==> config.mk <==
export PLATFORM = sky130hd
export DESIGN_NAME = tanh_backward
export DESIGN_NICKNAME = d
export VERILOG_FILES = /design/src/rtl/tanh_backward.sv
export SDC_FILE = /design/constraint.sdc
export NUM_CORES = 1
export LEC_CHECK = 0
export ABC_AREA = 1
export BUFFER_PORTS_ARGS = -buffer_cell sky130_fd_sc_hd__buf_2
export CAP_MARGIN = 20
export CORE_MARGIN = 8
export CORE_UTILIZATION = 65
export CTS_CLUSTER_DIAMETER = 80
export DETAILED_ROUTE_END_ITERATION = 16
export PLACE_DENSITY_LB_ADDON = 0.12
export SLEW_MARGIN = 20
export SYNTH_ARGS = -nofsm -noshare
export SYNTH_HDL_FRONTEND = slang
export SYNTH_SLANG_ARGS = --single-unit
==> constraint.sdc <==
create_clock -name clk -period 12.3 [get_ports clk]
set_clock_uncertainty 0.15 [all_clocks]
set_input_delay 1.23 -clock clk [delete_from_list [all_inputs] [get_ports clk]]
set_output_delay 1.23 -clock clk [all_outputs]
set_load 0.01 [all_outputs]
==> src/rtl/tanh_backward.sv <==
// tanh_backward
//   Backward pass of tanh: grad_out = g_in * (1 - y_in^2), where y_in is the
//   saved forward output. The datapath is a 3-stage valid-tagged pipeline
//   (S1 square, S2 subtract, S3 multiply/round) with ready/valid on both sides.
//   A single "advance" condition moves every stage at once, so a stalled output
//   freezes the whole pipe and no sample is dropped or duplicated.
//
// Ports
//   clk          : rising-edge clock
//   reset        : synchronous, active-high reset
//   in_valid     : upstream sample valid
//   in_ready     : a sample is accepted this cycle (in_valid && in_ready)
//   y_in         : tanh forward output, signed Q2.8 (256 = 1.0)
//   g_in         : upstream gradient, signed Q5.5 (32 = 1.0)
//   out_valid    : result valid
//   out_ready    : downstream accepts the result
//   grad_out     : g * (1 - y^2), signed Q5.5, registered
//   clamp_out    : the result's y_in lay outside [-1.0, +1.0] and was clamped
//   sample_count : number of completed output handshakes (wraps)
module tanh_backward #(
  parameter int DATA_W = 10,
  parameter int CNT_W  = 16
) (
  input  logic              clk,
  input  logic              reset,
  input  logic              in_valid,
  output logic              in_ready,
  input  logic [DATA_W-1:0] y_in,
  input  logic [DATA_W-1:0] g_in,
  output logic              out_valid,
  input  logic              out_ready,
  output logic [DATA_W-1:0] grad_out,
  output logic              clamp_out,
  output logic [CNT_W-1:0]  sample_count
);

  // y^2 in Q.16 needs 17 bits because 1.0^2 = 65536 is reachable.
  localparam int SQ_W = 17;
  // 1 - y^2 in Q.8 spans 0..256.
  localparam int D_W  = 9;
  // g (Q5.5) * d (Q.8) product, Q5.13.
  localparam int P_W  = DATA_W + D_W;

  localparam logic signed [DATA_W-1:0] Y_MAX = DATA_W'(256);
  localparam logic signed [DATA_W-1:0] Y_MIN = -Y_MAX;

  // Stage registers
  logic              s1_valid_q;
  logic [SQ_W-1:0]   s1_ysq_q;
  logic [DATA_W-1:0] s1_g_q;
  logic              s1_clamp_q;

  logic              s2_valid_q;
  logic [D_W-1:0]    s2_d_q;
  logic [DATA_W-1:0] s2_g_q;
  logic              s2_clamp_q;

  logic              out_valid_q;
  logic [DATA_W-1:0] grad_q;
  logic              clamp_q;
  logic [CNT_W-1:0]  count_q;

  // Next-state values
  logic                     advance;
  logic signed [DATA_W-1:0] y_s;
  logic signed [DATA_W-1:0] yc;
  logic signed [SQ_W-1:0]   yc_ext;
  logic                     s1_clamp_d;
  logic [SQ_W-1:0]          s1_ysq_d;
  logic [D_W-1:0]           s2_d_d;
  logic signed [P_W-1:0]    g_ext;
  logic signed [P_W-1:0]    d_ext;
  logic signed [P_W-1:0]    prod;
  logic [DATA_W-1:0]        grad_d;

  // Output register empty or being drained: every stage may shift.
  assign advance = !out_valid_q || out_ready;
  assign in_ready = advance;

  always_comb begin
    // S1: clamp y to [-1.0, +1.0] then square. The square of a value in
    // [-256, 256] is non-negative and at most 65536, so the low 17 bits of a
    // 17-bit signed multiply hold it exactly as an unsigned number.
    y_s        = $signed(y_in);
    yc         = y_s;
    s1_clamp_d = 1'b0;
    if (y_s > Y_MAX) begin
      yc         = Y_MAX;
      s1_clamp_d = 1'b1;
    end else if (y_s < Y_MIN) begin
      yc         = Y_MIN;
      s1_clamp_d = 1'b1;
    end
    yc_ext   = {{(SQ_W-DATA_W){yc[DATA_W-1]}}, yc};
    s1_ysq_d = yc_ext * yc_ext;

    // S2: 1 - y^2, Q.16 down to Q.8 (truncating). y^2 <= 65536, so no wrap.
    s2_d_d = D_W'((17'h10000 - s1_ysq_q) >> 8);

    // S3: signed g times unsigned d, then round half up back to Q5.5.
    // |d| <= 1.0 keeps |result| <= |g|, so truncating to DATA_W is exact.
    g_ext  = {{D_W{s2_g_q[DATA_W-1]}}, s2_g_q};
    d_ext  = {{DATA_W{1'b0}}, s2_d_q};
    prod   = g_ext * d_ext;
    grad_d = DATA_W'((prod + $signed(P_W'(128))) >>> 8);
  end

  always_ff @(posedge clk) begin
    if (reset) begin
      s1_valid_q  <= 1'b0;
      s1_ysq_q    <= '0;
      s1_g_q      <= '0;
      s1_clamp_q  <= 1'b0;
      s2_valid_q  <= 1'b0;
      s2_d_q      <= '0;
      s2_g_q      <= '0;
      s2_clamp_q  <= 1'b0;
      out_valid_q <= 1'b0;
      grad_q      <= '0;
      clamp_q     <= 1'b0;
      count_q     <= '0;
    end else begin
      if (advance) begin
        // Valid bits always follow the previous stage so bubbles propagate.
        s1_valid_q  <= in_valid;
        s2_valid_q  <= s1_valid_q;
        out_valid_q <= s2_valid_q;
        if (in_valid) begin
          s1_ysq_q   <= s1_ysq_d;
          s1_g_q     <= g_in;
          s1_clamp_q <= s1_clamp_d;
        end
        if (s1_valid_q) begin
          s2_d_q     <= s2_d_d;
          s2_g_q     <= s1_g_q;
          s2_clamp_q <= s1_clamp_q;
        end
        // Result registers only change when a real sample lands in them.
        if (s2_valid_q) begin
          grad_q  <= grad_d;
          clamp_q <= s2_clamp_q;
        end
      end
      if (out_valid_q && out_ready) begin
        count_q <= count_q + CNT_W'(1);
      end
    end
  end

  assign out_valid    = out_valid_q;
  assign grad_out     = grad_q;
  assign clamp_out    = clamp_q;
  assign sample_count = count_q;

endmodule

# Word level (Yosys, flattened, before mapping)
# Index checks and enable logic that the tools add are counted.
# classes
n_addsub	3
n_mul	2
div_mod_pow	0
order_cmp	2
n_eq_ne	0
n_shift	0
muxes	4
bitwise_logic	0
reduce_logical	6
# op_table
operator	n
$mux W10	2
$add A18 B9 Y18 const B	1
$mul A10 B10 Y18	1
$mul A10 B10 Y17	1
$sub A17 B17 Y17 const A	1
$add A16 B1 Y16 const B	1
$gt A10 B10 Y1 const B	1
$lt A10 B9 Y1 const B	1
$reduce_and A2 Y1	3
$mux W1	2
$logic_and A1 B1 Y1	1
$logic_not A1 Y1	1
$logic_or A1 B1 Y1	1
# totals
regBits	78
latchBits	0
mem_bits_rw	0
mem_bits_ro	0
inputBits	24
output_inout_bits	29
wordCells	29
n_memories	0

# Depth between registers and ports, before layout
# Gate-level depths: netlist of the first run.
# depth
word_depth	4
depth_mapped	29
mapped_depth_nobuf	29

# Least setup slack after synthesis of the first run
# Ideal clock, no wire load.
# synth_timing
path_type	input-to-reg
start	in y_in[7]
end	reg s1_ysq_q[15]
setup_ps	116
arrival_ps	6046
t_required_ps	12034
setup_slack_ps	5987
path_stages	26
path_buffers	0
path_cell_list	nor2_1 -> nand2_1 -> o21ai_2 -> o21ai_2 -> nor2_1 -> inv_1 -> nor2_1 -> inv_1 -> fa_1 -> inv_1 -> fa_1 -> fa_1 -> fa_1 -> inv_1 -> fa_1 -> inv_1 -> ha_1 -> inv_1 -> nor3_1 -> nand3_1 -> nand4_1 -> nand2_1 -> inv_1 -> o21ai_0 -> o211ai_1 -> inv_1
# synth_via
elab_chain_len	4
word_cells_on_any_way	5
cone_classes	mul: 1; order compare: 2; mux: 2
# synth_rtl
element	line_no	source
start: declaration	28	input logic [DATA_W-1:0] y_in,
$lt A10 B9 Y1	90	end else if (y_s < Y_MIN) begin
$mux W10	90	
$mux W10 *	87	if (y_s > Y_MAX) begin
$mul A10 B10 Y17 *	95	s1_ysq_d = yc_ext * yc_ext;
end signal: assignment	129	s1_ysq_q <= s1_ysq_d;
end: declaration	49	logic [SQ_W-1:0] s1_ysq_q;
# Mark *: on every way between the ends. The rest lies on a longest branch, timed or not.
# A chain may end at the register's enable or synchronous reset.

# Final worst setup path of the first run
# layout_timing
start	in y_in[4]
end	reg s1_ysq_q[13]
# The elaborated chain is that of the path after synthesis.

==> results of run 1 <==
==> registers in the layout, summed over array words and instances (netlist names), 9 cells and up <==
| register | count |
|---|---|
| s1_ysq_q | 16 |
| sample_count | 16 |
| s1_g_q | 10 |
| s2_d_q | 9 |
| s2_g_q | 10 |
| grad_out | 10 |
==> area by class of cell <==
cell class	instances	area [sq um]	share of cell area, %
clock inverters	5	67.6	0.633
clock buffers	11	243	2.27
well taps	188	235	2.20
repair buffers	54	275	2.58
multi-input cells	863	6880	64.5
flip-flops and latches	77	1540	14.4
inverters	381	1430	13.4
==> cells in the final DEF, fill, tap and decap left out, types with 3 or more instances in the layout <==
master and instances:
nand3_1 46, nor3_1 10, nand2_1 221, xor2_1 13
inv_2 3, inv_1 377, buf_2 52, nand2_2 3
o21ai_0 69, ha_1 90, xnor2_1 12, a21oi_1 58
o21ai_2 4, nor2_2 5, nor2_1 143, fa_1 140
dfxtp_1 77, clkbuf_16 9, o211ai_1 12, nand4_1 10
o21a_1 3
==> where the power goes <==
| part | internal, mW | leakage, nW | switching (mW) |
|---|---|---|---|
| registers | 0.276 | 0.633 | 0.0339 |
| logic | 0.265 | 5.36 | 0.426 |
| clock network | 0.166 | 0.152 | 0.108 |
==> worst min-delay path: stages, from the launching register on <==
cell and delay [ns]:
dfxtp_1 0.31, nand2_1 0.06, a21oi_1 0.05
==> layer usage <==
layer / wire (um) / GRT usage [%] / vias to the layer above
met5: 0 / 0 / -
met2: 10600 / 41.2 / 189
li1: - / - / 4092
met3: 915 / 4.11 / 30
met1: 9160 / 28.0 / 3816
met4: 384 / 6.06 / 0
==> cell families (layout without fill, tap and decap cells) <==
family / after synthesis / count (layout) / share of synthesized area, %
compound gates: 156 / 156 / 8.51
mux: 1 / 1 / 0.112
xor+xnor: 25 / 25 / 2.19
flops: 77 / 77 / 15.4
simple gates: 451 / 451 / 18.6
fa+ha+maj: 230 / 230 / 39.2
buf+inv: 420 / 451 / 15.9
==> worst max path at each step <==
stage	slack (ns)	endpoint	cells past startpoint
after CTS	5.76	s1_ysq_q[16]$_SDFFE_PP0P_	27
after global placement	5.56	s1_ysq_q[16]$_SDFFE_PP0P_	27
final	5.72	s1_ysq_q[13]$_SDFFE_PP0P_	27
after detailed placement	5.42	s1_ysq_q[16]$_SDFFE_PP0P_	27
after floorplan	5.99	s1_ysq_q[15]$_SDFFE_PP0P_	26
after global routing	5.27	s1_ysq_q[15]$_SDFFE_PP0P_	27
==> run_results.csv, run 1 <==
group,metric,value,unit
sta,setup_viol,0,
sta,finalHoldViolCount,0,
sta,worst_slew_pin_slew,0.827,ns
clock_tree,clk_path_buf_depth,2,
yosys,synth_warnings,0,
placement,placed_area,10400,sq um
setup_path,cp.required,12.38,ns
routing,drtIter0Drc,497,
yosys,ys_seq_area_share,15.4,%
routing,avgRoutedWirePerCell,13.3,um
sta,period_needed,6.58,ns
setup_path,end_kind,"flip-flop",
clock_tree,cts_max_level,3,
finish,area_growth_syn_to_layout,6.57,%
clock_tree,cts.sinks,77,
clock_tree,postCtsHoldBufs,0,
die,core-area,15100,sq um
placement,dp_hpwl,17700,um
finish,fin_nets,1640,
power_and_ir_drop,vdd_drop_max,0.131,mV
yosys,synth-seq-cells,77,
setup_path,setup.worst_path.class,"in2reg",
power_and_ir_drop,p_leak,6.15,nW
die,row_count,45,
yosys,netlist_instances,1360,
clock_tree,cts_root_buffer,"clkbuf_16",
run_status,status,"finished clean",
setup_path,path_common_cell,"inv_1",
clock_tree,clock_latency,0.34,ns
sta,fin_crit_sh,53.5,%
finish,antenna_cells,0,
die,initial_utilization,66.1,%
setup_path,slowest_delay,0.60,ns
yosys,synthFlopType,"dfxtp_1",
clock_tree,cts_setup_buffers,0,
setup_path,cp.arrival,6.66,ns
yosys,synth_top_area_share,28.0,%
setup_path,worst_r2r_path_depth,17,
sta,hold-worst-slack,0.313,ns
die,die_x,140,um
yosys,synth_most_common_cell,"inv_1",
setup_path,reg2reg_setup_slack,6.99,ns
sta,drv_slew,0,
sta,finalWorstSetupSlack,5.72,ns
yosys,synth-edff-count,0,
min_path,hold_depth,2,
sta,finalSetupTns,0,ns
finish,final_cells,1579,
routing,via_per_inst,5.15,
die,die_area,19600,sq um
yosys,synth.avg_cell_area,7.36,sq um
grt,antenna_found_initial,0,
setup_path,path_max_fanout,7,
min_path,hold_path.class,"reg2reg",
die,boundaryPins,53,
yosys,synth_area,10000,sq um
yosys,synth_commonest_cells,"inv_1, nand2_1, nor2_1",
setup_path,crit_path_start,"y_in[4]",
placement,port_buffers,52,
setup_path,rr_startpoint,"s2_d_q[1]$_SDFFE_PP0P_",
routing,dr_total_vias,8127,
power_and_ir_drop,p_per_area,119,nW/um^2
clock_tree,cts_tree,"done",
routing,detail-route-antenna-nets,0,
min_path,worstHoldEndpoint,"s1_ysq_q[2]$_SDFFE_PP0P_",
sta,clock.fmax,152,MHz
clock_tree,numCtsBuffers,9,
grt,grt_use_total,23.0,%
clock_tree,clk_pin_slew,0.06,ns
setup_path,start_kind,"input port",
placement,dp_cells,1563,
grt,grt-ovfl-total,0,
sta,rsz0062_at_grt,"false",
grt,grt_pass1_vias,8252,
sta,relSlewSlack,44.7,%
min_path,hp-start,"s1_ysq_q[2]$_SDFFE_PP0P_",
yosys,synth_top_cell_by_area,"fa_1",
routing,first_pass_iters,5,
clock_tree,cts_resized,0,
finish,drive_above_1_share,6.61,%
routing,wirelength,21100,um
setup_path,path_buf_inv,7,
run,cap_violations,0,
finish,nFillCells,1314,
setup_path,rr_endpoint,"grad_out[5]$_SDFFE_PP0P_",
finish,stdcell_area,10700,sq um
die,die_h,140,um
routing,drc,0,
grt,grt_max_degree,47,
power_and_ir_drop,total_power,1.27,mW
finish,post-route-util,70.5,%
placement,dp_worst_setup_slack,5.42,ns
setup_path,path_delay_family,"adder cells",
yosys,synthTopCellsByArea,"fa_1, dfxtp_1, inv_1",
yosys,synth_async_sr_flop_share,0,%
yosys,syn_nets,1614,
grt,grt_pass1_wl,37300,um
setup_path,cp_slowest_cell,"fa_1",
placement,place_congestion,0.913,
yosys,ys_types,42,
Power figures use the tool's default switching activity.
==> inputs of run 2 (changes only) <==
--- a/config.mk
+++ b/config.mk
@@ -9,7 +9,7 @@
 export BUFFER_PORTS_ARGS = -buffer_cell sky130_fd_sc_hd__buf_2
 export CAP_MARGIN = 20
 export CORE_MARGIN = 8
-export CORE_UTILIZATION = 65
+export CORE_UTILIZATION = 64
 export CTS_CLUSTER_DIAMETER = 80
 export DETAILED_ROUTE_END_ITERATION = 16
 export PLACE_DENSITY_LB_ADDON = 0.12
==> constraint.sdc (replaced) <==
create_clock -name clk -period 6.22 [get_ports clk]
set_clock_uncertainty 0.15 [all_clocks]
set_input_delay 0.622 -clock clk [delete_from_list [all_inputs] [get_ports clk]]
set_output_delay 0.622 -clock clk [all_outputs]
set_load 0.01 [all_outputs]
==> run 2 against run 1 <==
Clock power grew 88%. Non-clock buffer count rose by 16. Die area rose by 1.4%. Combinational power rose by 110%. First-iteration DRC count up 4.2%. Global-route usage increased by 0.54 points. Sequential share of layout area down 0.17 points. Sequential cell count unchanged. Cell count up 2.4%. Register-to-register slack got worse by 6.1 ns. Cell area increased by 1.2%. Critical path type unchanged. Critical endpoint unchanged. Largest cell class unchanged.
==> run_results.csv, run 2 (synthesized netlist as in run 1, its figures left out) <==
group,metric,value,unit
grt,grt.met2_usage,42.3,%
sta,hold-worst-slack,0.313,ns
grt,grt_use_total,23.6,%
run_status,status,"finished clean",
clock_tree,clk_path_buf_depth,2,
sta,relSlewSlack,43.3,%
finish,area_growth_syn_to_layout,7.87,%
clock_tree,cts_setup_buffers,0,
setup_path,start_kind,"input port",
clock_tree,cts_tree,"done",
grt,grt-ovfl-total,0,
setup_path,cp.arrival,5.95,ns
placement,port_buffers,52,
routing,drc,0,
sta,worst_slew_pin_slew,0.849,ns
die,initial_utilization,65.6,%
setup_path,end_kind,"flip-flop",
clock_tree,numCtsBuffers,9,
routing,avgRoutedWirePerCell,13.7,um
sta,setup_viol,0,
min_path,hold_path.class,"reg2reg",
power_and_ir_drop,p_leak,6.21,nW
setup_path,cp_slowest_cell,"fa_1",
die,die_x,141,um
setup_path,path_max_fanout,7,
die,boundaryPins,53,
run,cap_violations,0,
routing,dr_total_vias,8258,
grt,grt_max_degree,32,
setup_path,cp.required,6.30,ns
grt,busiest_layer,"met2",
sta,drv_slew,0,
power_and_ir_drop,p_per_area,236,nW/um^2
die,core-area,15300,sq um
finish,fin_nets,1656,
sta,clock.fmax,170,MHz
grt,grt_pass1_wl,38600,um
finish,final_cells,1617,
clock_tree,cts_max_level,3,
placement,dp_hpwl,18600,um
placement,place_congestion,0.906,
grt,antenna_found_initial,0,
clock_tree,postCtsHoldBufs,0,
routing,wirelength,22200,um
grt,grt_pass1_vias,8449,
routing,detail-route-antenna-nets,0,
finish,drive_above_1_share,7.68,%
sta,fin_crit_sh,94.4,%
die,die_h,141,um
finish,antenna_cells,0,
clock_tree,cts_root_buffer,"clkbuf_16",
routing,drtIter0Drc,518,
die,row_count,45,
clock_tree,clock_latency,0.33,ns
finish,layout_common_cells,"inv_1, nand2_1, nor2_1, fa_1, ha_1",
power_and_ir_drop,vdd_drop_max,0.241,mV
clock_tree,cts.sinks,77,
grt,use_met1,28.5,%
die,die_area,19900,sq um
finish,final_common_cell,"inv_1",
setup_path,path_common_cell,"inv_1",
setup_path,setup.worst_path.class,"in2reg",
routing,first_pass_iters,6,
clock_tree,cts_resized,0,
sta,rsz0062_at_grt,"false",
finish,nFillCells,1307,
clock_tree,clk_pin_slew,0.06,ns
setup_path,slowest_delay,0.57,ns
sta,finalHoldViolCount,0,
grt,grt_use_met3,4.12,%
sta,finalSetupTns,0,ns
routing,via_per_inst,5.11,
sta,period_needed,5.87,ns
placement,dp_cells,1602,
[run 2: cell count changes in the layout (fill, tap and decap cells not counted), sizes merged]
cell | before | now
buf | 54 | 70
clkbuf | 11 | 10
clkinvlp | 0 | 1
inv | 382 | 381
[run 2: layout make-up]
cell class	instances	area [sq um]	area share (%)
timing repair buffer	70	395	3.66
clock buffer	10	229	2.12
inverter	381	1430	13.2
sequential	77	1540	14.3
multi-input combinational	863	6880	63.7
tap	211	264	2.44
clock inverter	5	60.1	0.556
[run 2: path summary, 6_finish.rpt]
path	startpoint	end	slack, ns	cells past startpoint
worst min register to register	s1_valid_q$_SDFFE_PP0N_	s1_valid_q$_SDFFE_PP0N_	0.31	2
worst max-delay path	y_in[4]	s1_ysq_q[13]$_SDFFE_PP0P_	0.35	27
worst max register to register	s2_d_q[1]$_SDFFE_PP0P_	grad_out[9]$_SDFFE_PP0P_	0.85	21
worst min-delay path	s1_valid_q$_SDFFE_PP0N_	s1_valid_q$_SDFFE_PP0N_	0.31	2
[run 2: through the flow]
step                cell area [sq um]  setup WS, ns  power, mW  utilization [%]
finish                          10800         0.348       2.55             70.8
global route                    10800        0.0189       2.81             70.8
CTS                             10800         0.326       2.57             70.8
detailed placement              10500       -0.0183       2.04             68.9
global placement                10500         0.163       2.01             68.9
floorplan                       10000         0.515       1.69                -
[run 2: critical path, delay by kind of cell]
| family | cells | cell delay (ns) |
|---|---|---|
| compound gates | 6 | 1.09 |
| buf+inv | 7 | 0.53 |
| fa+ha+maj | 6 | 2.73 |
| simple gates | 7 | 0.82 |
| xor+xnor | 1 | 0.15 |
[run 2: layer usage]
metal	wire (um)	vias up
met2	11100	170
met1	9670	3936
met3	882	34
met4	475	0
met5	0	-
li1	-	4118
[run 2: power by group]
part	leakage [nW]	internal (mW)	switching [mW]
clock	0.139	0.310	0.205
combinational	5.44	0.553	0.865
sequential	0.633	0.545	0.0679
total	6.21	1.41	1.14
==> inputs of run 3 (changes only) <==
--- a/config.mk
+++ b/config.mk
@@ -5,7 +5,6 @@
 export SDC_FILE = /design/constraint.sdc
 export NUM_CORES = 1
 export LEC_CHECK = 0
-export ABC_AREA = 1
 export BUFFER_PORTS_ARGS = -buffer_cell sky130_fd_sc_hd__buf_2
 export CAP_MARGIN = 20
 export CORE_MARGIN = 8
==> run 3 against run 2 <==
Combinational power fell by 19%. Global-route usage fell by 2.5 points. Total power fell by 10%. Via count fell by 16%. Sequential cell count did not move. Largest power group unchanged.
==> run_results.csv, run 3 <==
group,metric,value,unit
routing,drc,0,
routing,via_per_inst,5.24,
setup_path,path_buf_inv,5,
yosys,synth-seq-cells,77,
die,die_h,136,um
sta,rsz0062_at_grt,"false",
setup_path,path_delay_family,"adder cells",
sta,relSlewSlack,42.0,%
yosys,syn_nets,1328,
setup_path,end_kind,"flip-flop",
die,die_area,18600,sq um
yosys,ys_types,47,
setup_path,worst_r2r_path_depth,17,
sta,period_needed,5.91,ns
routing,dr_wl_met3,482,um
yosys,synth-edff-count,0,
routing,top_layer,"met4",
power_and_ir_drop,p_leak,5.46,nW
yosys,synth_async_sr_flop_share,0,%
yosys,ys_seq_area_share,16.6,%
routing,avgRoutedWirePerCell,13.9,um
yosys,synth_most_common_cell,"inv_1",
finish,antenna_cells,0,
setup_path,path_cells,"buf_2 > nor4_4 > a21oi_2 > mux2i_4 > and3_4 > inv_1 > fa_1 > inv_1 > ha_1 > a21o_1 > fa_1 > fa_1 > inv_1 > fa_1 > inv_1 > ha_4 > nor3_1 > nand3_2 > a211oi_4 > or4_1 > o41ai_1 > a2111oi_1",
routing,detail-route-antenna-nets,0,
grt,grt-ovfl-total,0,
power_and_ir_drop,p_per_area,220,nW/um^2
setup_path,cp.required,6.28,ns
clock_tree,numCtsBuffers,9,
yosys,synth_top_area_share,30.2,%
yosys,synth_area,9280,sq um
grt,grt_use_total,21.1,%
finish,fin_nets,1396,
setup_path,slowest_delay,0.56,ns
yosys,synth.avg_cell_area,8.64,sq um
yosys,synth_top_cell_by_area,"fa_1",
run,cap_violations,0,
routing,first_pass_iters,4,
setup_path,cp.arrival,5.97,ns
die,die_x,136,um
placement,place_congestion,0.905,
sta,finalSetupTns,0,ns
setup_path,cp_slowest_cell,"fa_1",
setup_path,cp.depth,22,
routing,drtIter0Drc,295,
run_status,status,"finished clean",
sta,drv_slew,0,
clock_tree,clock_latency,0.34,ns
die,initial_utilization,64.6,%
routing,wl_met2,9790,um
finish,layout_common_cells,"inv_1, nand2_1, fa_1, ha_1, dfxtp_1",
setup_path,start_kind,"input port",
placement,dp_cells,1306,
finish,final_cells,1331,
setup_path,setup.worst_path.class,"in2reg",
min_path,hold_depth,2,
clock_tree,cts_tree,"done",
power_and_ir_drop,vdd_drop_max,0.179,mV
die,core-area,14400,sq um
clock_tree,cts_root_buffer,"clkbuf_16",
grt,grt_max_degree,78,
die,row_count,44,
yosys,synth_commonest_cells,"inv_1, nand2_1, fa_1",
yosys,synthTopCellsByArea,"fa_1, dfxtp_1, ha_1",
grt,grt_pass1_wl,32000,um
setup_path,path_max_fanout,8,
sta,finalHoldViolCount,0,
sta,fin_crit_sh,95.0,%
clock_tree,clk_path_buf_depth,2,
grt,grt_pass1_vias,7104,
die,boundaryPins,53,
yosys,synthFlopType,"dfxtp_1",
min_path,hold_path.class,"reg2reg",
finish,area_growth_syn_to_layout,12.5,%
finish,final_common_cell,"inv_1",
grt,antenna_found_initial,0,
routing,wirelength,18500,um
clock_tree,cts_max_level,3,
yosys,netlist_instances,1074,
sta,hold-worst-slack,0.297,ns
placement,dp_hpwl,15100,um
routing,drt-met1-wl,8060,um
clock_tree,clk_pin_slew,0.06,ns
placement,port_buffers,52,
sta,worst_slew_pin_slew,0.868,ns
finish,drive_above_1_share,12.6,%
sta,setup_viol,0,
yosys,synth_warnings,0,
routing,dr_total_vias,6978,
sta,clock.fmax,169,MHz
finish,post-route-util,72.6,%
clock_tree,cts.sinks,77,
==> run 3: layout make-up <==
type                            count  area (sq um)
Timing Repair Buffer              105           666
Tap cell                          184           230
Sequential cell                    77          1540
Multi-Input combinational cell    746          6930
Clock inverter                      7          80.1
Fill cell                        1120          3930
Clock buffer                        9           225
Inverter                          203           762
==> run 3: metal layers <==
metal	global-route usage, %	vias to the layer above
met2	39.0	89
met5	0	-
li1	-	3454
met3	1.96	10
met4	4.82	0
met1	25.8	3425
==> run 3: through the flow <==
| step | total power, mW | cell area (sq um) | worst slack [ns] |
|---|---|---|---|
| final | 2.29 | 10400 | 0.308 |
| after global routing | 2.50 | 10400 | 0.00503 |
| after CTS | 2.25 | 10200 | 0.115 |
| after detailed placement | 1.71 | 9930 | -0.232 |
| after global placement | 1.68 | 9930 | -0.0784 |
| after floorplan | 1.40 | 9290 | 0.0260 |
==> run 3: power breakdown <==
part | internal, mW | leakage [nW] | switching (mW)
clock | 0.317 | 0.149 | 0.224
combinational | 0.565 | 4.69 | 0.586
sequential | 0.538 | 0.628 | 0.0618
==> run 3: logic make-up after synthesis <==
family	Yosys count	synth area share, %
AND/OR/NAND/NOR	340	17.6
buffers and inverters	251	10.2
adder cells (fa/ha/maj)	230	42.3
AO/OA/AOI/OAI	119	7.74
flip-flops	77	16.6
XOR/XNOR	54	5.24
multiplexers	3	0.337
==> run 3: tightest hold or removal path: cells and delay by family (launching register included) <==
| kind | cells | cell delay [ns] |
|---|---|---|
| flops | 1 | 0.31 |
| simple gates | 1 | 0.05 |
| compound gates | 1 | 0.05 |
==> run 3: what timing repair did <==
item                       in CTS  in global routing
gates resized for setup         0                 24
setup endpoints to repair       0                  5
buffers inserted                0                  9
hold buffers                    0                  0
==> run 3: path summary, 6_finish.rpt <==
path / from / endpoint / slack (ns)
max: y_in[7] / s1_ysq_q[16]$_SDFFE_PP0P_ / 0.31
min: grad_out[2]$_SDFFE_PP0P_ / grad_out[2]$_SDFFE_PP0P_ / 0.30
max reg2reg: s2_g_q[3]$_SDFFE_PP0P_ / grad_out[5]$_SDFFE_PP0P_ / 0.49
min reg2reg: grad_out[2]$_SDFFE_PP0P_ / grad_out[2]$_SDFFE_PP0P_ / 0.30
